==> src/rtl/counter_updown_cfg.sv <==
// Up/down counter with runtime upper bound, runtime step, synchronous load and
// compile-time saturate/wrap behaviour at the bounds, plus one-cycle ovf/unf pulses.
module counter_updown_cfg #(
    parameter int unsigned N        = 8,
    parameter int unsigned SATURATE = 1
) (
    input  logic         i_clk,
    input  logic         i_rst,
    input  logic         i_en,
    input  logic         i_up,
    input  logic [N-1:0] i_step,
    input  logic         i_load,
    input  logic [N-1:0] i_load_val,
    input  logic [N-1:0] i_max_val,
    output logic [N-1:0] o_out,
    output logic         o_at_max,
    output logic         o_at_min,
    output logic         o_ovf,
    output logic         o_unf
);

    logic [N-1:0] r_out;
    logic         r_ovf;
    logic         r_unf;

    logic [N:0]   w_sum;
    logic [N-1:0] w_out_nxt;
    logic         w_ovf_nxt;
    logic         w_unf_nxt;

    // One extra bit so an up-count past the top of the range is never lost.
    assign w_sum = {1'b0, r_out} + {1'b0, i_step};

    always_comb begin
        w_out_nxt = r_out;
        w_ovf_nxt = 1'b0;
        w_unf_nxt = 1'b0;
        if (i_load) begin
            w_out_nxt = (i_load_val > i_max_val) ? i_max_val : i_load_val;
        end else if (i_en) begin
            if (r_out > i_max_val) begin
                // Bound was lowered under us: clamp silently.
                w_out_nxt = i_max_val;
            end else if (i_up) begin
                if (w_sum <= {1'b0, i_max_val}) begin
                    w_out_nxt = w_sum[N-1:0];
                end else begin
                    w_ovf_nxt = 1'b1;
                    w_out_nxt = (SATURATE != 0) ? i_max_val : '0;
                end
            end else begin
                if (i_step <= r_out) begin
                    w_out_nxt = r_out - i_step;
                end else begin
                    w_unf_nxt = 1'b1;
                    w_out_nxt = (SATURATE != 0) ? '0 : i_max_val;
                end
            end
        end
    end

    always_ff @(posedge i_clk) begin
        if (i_rst) begin
            r_out <= '0;
            r_ovf <= 1'b0;
            r_unf <= 1'b0;
        end else begin
            r_out <= w_out_nxt;
            r_ovf <= w_ovf_nxt;
            r_unf <= w_unf_nxt;
        end
    end

    assign o_out    = r_out;
    assign o_ovf    = r_ovf;
    assign o_unf    = r_unf;
    assign o_at_max = (r_out == i_max_val);
    assign o_at_min = (r_out == '0);

endmodule

==> config.mk <==
export PLATFORM = sky130hd
export DESIGN_NAME = counter_updown_cfg
export DESIGN_NICKNAME = d
export VERILOG_FILES = /design/src/rtl/counter_updown_cfg.sv
export SDC_FILE = /design/constraint.sdc
export NUM_CORES = 1
export LEC_CHECK = 0
export BUFFER_PORTS_ARGS = -buffer_cell sky130_fd_sc_hd__buf_2
export CAP_MARGIN = 20
export CELL_PAD_IN_SITES_DETAIL_PLACEMENT = 1
export CELL_PAD_IN_SITES_GLOBAL_PLACEMENT = 2
export CORE_MARGIN = 2
export CORE_UTILIZATION = 29
export CTS_CLUSTER_DIAMETER = 40
export DETAILED_ROUTE_END_ITERATION = 7
export HOLD_SLACK_MARGIN = 0.02
export PLACE_DENSITY = 0.77
export SLEW_MARGIN = 30
export SYNTH_ARGS = -nofsm -noshare
export SYNTH_HDL_FRONTEND = slang
export SYNTH_SLANG_ARGS = --single-unit
==> constraint.sdc <==
create_clock -name i_clk -period 3.1 [get_ports i_clk]
set_input_delay 0.31 -clock i_clk [delete_from_list [all_inputs] [get_ports i_clk]]
set_output_delay 0.31 -clock i_clk [all_outputs]
set_load 0.03 [all_outputs]
==> results by group <==
STA
  • Max_slew headroom: 63.5%
  • Final Cycle Share: 112%
  • Worst-Margin Slew: 0.546 ns
  • Clock Skew: 0.00320 ns
  • Final min period: 3.48 ns
  • Final Max Tran Viols: 0
  • Final setup violation count: 8
  • Peak Freq: 287 MHz
  • Setup TNS: -2.60 ns
  • Final setup margin: -0.382 ns
  • Hold Vio Cnt, Final: 0
  • Unrepaired setup endpoints after global routing: true

Worst setup path
  • Worst Setup Start Kind: flip-flop
  • Largest stage delay, worst path: 0.37 ns
  • Worst endpoint required time: 3.26 ns
  • Cell mode on critical path: ha_4
  • Max stage delay cell, worst path: dfxtp_4
  • Critical path class: flip-flop to flip-flop
  • Crit-path cells: ha_4 -> inv_2 -> fa_2 -> nor2_4 -> o311ai_4 -> a21oi_2 -> nor2_1 -> xnor2_1 -> inv_1 -> ha_4 -> nand2_2 -> or3_4 -> a21oi_4 -> a2bb2oi_4 -> nand3_4 -> o32a_1 -> a311oi_2
  • Nature of the critical path endpoint: flip-flop
  • Crit path arrival time: 3.64 ns
  • Crit Path Max Fanout: 6

Clock network
  • Total CTS buffers: 3
  • Clock H-tree levels: 1
  • Clock latency on the worst-skew pair: 0.25 ns
  • CTS Buffer Depth: 2
  • Cts hold-fix bufs: 0
  • CTS sink cnt: 10
  • TritonCTS clock tree: done
  • Clk pin slew, worst setup/hold paths: 0.05 ns
  • CTS Root Cell: clkbuf_8

Detailed routing
  • Via-per-instance ratio: 5.25
  • DRC viols: 0
  • Vias after detailed routing: 2455
  • Final ANT Viol Nets: 0
  • First-pass detailed-route iteration total: 4
  • Routed wire per std cell: 18.3 µm
  • Total Wirelength: 8.55 mm
  • Initial DRC Count: 109

Floorplan
  • IO Count: 41
  • Core area: 0.00718 mm²
  • Initial Util: 29.6%
  • Row Count: 31
  • Die Height: 89.6 µm
  • Die ar.: 0.00802 mm²
  • Die span in x: 89.6 µm

Global route
  • Initial antenna violation count: 0
  • Grt total ovfl: 0
  • First-pass GRT wire length: 13.2 mm
  • Largest net degree at the start of global routing: 24
  • Vias in the first global route: 2426
  • Gr usage total: 21.9%

Logic synthesis
  • Number of synthesized flops with an enable pin: 0
  • Most used flip-flop cell after synthesis: dfxtp_1
  • Top cells by area, synth: ha_1 24%, dfxtp_1 9.4%, inv_1 5.5%
  • Gate count after technology mapping: 284
  • Synth top area share: 23.6%
  • Syn_area_per_cell: 7.48 µm²
  • YS warnings: 0
  • Synth unique cells: 52
  • Synth Register Bits: 10
  • Synthesized area: 0.00212 mm²
  • Synth async-reset ratio: 0%
  • Area leader, netlist: ha_1
  • Sequential area share after synthesis: 9.43%
  • Post-Syn Nets: 355

Layout
  • FF/Latch Area: 211 µm²
  • Layout cells sized above 1: 34.1%
  • Antenna diode count: 0
  • Area growth, synth to finish: 39.2%
  • Area of the multi-input gates: 0.00187 mm²
  • Fillcell total: 896
  • Nets: 441

Place
  • Routability cong.: 0.844
  • Port Buf Inserts: 40
  • Post-DP HPWL: 7.21 mm

Pwr
  • PwrDens: 470 mW/mm²
  • Post-layout power: 1.39 mW
  • VDD IR max: 0.000135 V
  • Leakage power: 1.43 nW

Hold path
  • Hold Crit Class: input port to flip-flop

Run status
  • Failing checks: negative setup slack
  • Status: complete, but fails checks

Run
  • Max cap viols: 0
[where the power goes]
part | switching [mW] | internal (mW)
clock | 0.0591 | 0.112
combinational | 0.553 | 0.498
sequential | 0.0196 | 0.147
[logic make-up (layout without fill, tap and decap cells)]
kind of cell    count (synthesis)  in the layout  synth area share (%)
simple gates                   97             97                  23.2
compound gates                 83             83                  29.5
fa+ha+maj                      42             42                  25.5
buf+inv                        41            126                  7.66
flops                          10             10                  9.43
xor+xnor                        7              7                  2.89
mux                             4              4                  1.89
[stage by stage]
| step | area, µm² | util (%) | std cells | setup WS [ns] | hold slack, ns |
|---|---|---|---|---|---|
| final | 2960 | 41.2 | 468 | -0.382 | 0.423 |
| after global routing | 2960 | 41.2 | 468 | -0.489 | 0.424 |
| after CTS | 2920 | 40.7 | 465 | -0.376 | 0.419 |
| after detailed placement | 2770 | 38.6 | 457 | -0.585 | 0.679 |
| after global placement | 2770 | 38.6 | 457 | -0.474 | 0.665 |
| after floorplan | 2160 | - | 284 | -0.215 | 0.457 |
[cells in the mapped netlist, types with 7 or more instances]
cell type,n
nand3_1,11
nor2b_1,8
o21ai_0,12
nor3_1,11
a21o_1,7
nor2_1,22
nand4_1,7
a21oi_1,13
dfxtp_1,10
inv_1,31
nand2_1,22
ha_1,40
[path summary, 6_finish.rpt]
kind,startpoint,depth (start not counted),endpoint,slack [ns]
setup reg to reg,o_out[0],17,o_out[5],-0.38
hold / removal,i_up,3,o_ovf,0.42
hold reg to reg,o_out[0],4,o_out[0],0.84
setup / recovery,o_out[0],17,o_out[5],-0.38
[cell usage in the layout, fill, tap and decap left out, drive strengths merged, types with 2 or more instances in the layout]
master	instances
or4	2
o2111ai	2
o211ai	5
o31a	4
clkbuf	4
a21oi	14
o31ai	2
xnor2	5
dfxtp	10
o21a	5
nor2b	8
inv	31
nand3	12
o21bai	4
buf	91
nand4	7
nor3	11
o22ai	2
o21ai	12
a211oi	7
or2	2
fa	2
mux2i	4
xor2	2
nand2b	3
a311oi	6
ha	40
a31oi	2
a21o	7
and4b	2
o221a	2
nand2	22
or3	2
nor2	22
[sequential cells by signal, indices dropped and copies added (netlist names)]
register  cells
o_out         8
o_ovf         1
o_unf         1
[cell type report]
class / instances / share of cell area (%)
clock buffers: 4 / 1.86
inverters: 31 / 3.94
multi-input cells: 233 / 63.1
flip-flops and latches: 10 / 7.15
well taps: 99 / 4.19
repair buffers: 91 / 19.7
[layer usage]
layer  track usage, %  up-vias  routed length, µm
met5                0        -                  0
met4             2.58        0                 65
met3             3.14        7                203
met2             37.3       36               4250
met1             30.0     1194               4030
li1                 -     1218                  -
[timing repair]
| action | CTS | global route |
|---|---|---|
| endpoints found under the hold margin | 0 | 0 |
| endpoints found under the setup margin | 8 | 9 |
| pin swaps | 4 | 10 |
| gates resized for setup | 10 | 6 |
| setup buffers | 4 | 3 |
[critical path: cells and delay by family (launching register included)]
| family | cells | cell delay [ns] |
|---|---|---|
| compound gates | 6 | 1.18 |
| fa+ha+maj | 3 | 0.77 |
| simple gates | 5 | 0.70 |
| flops | 1 | 0.37 |
| xor+xnor | 1 | 0.21 |
| buf+inv | 2 | 0.14 |
Note: power is estimated with default switching activity, not from simulation.
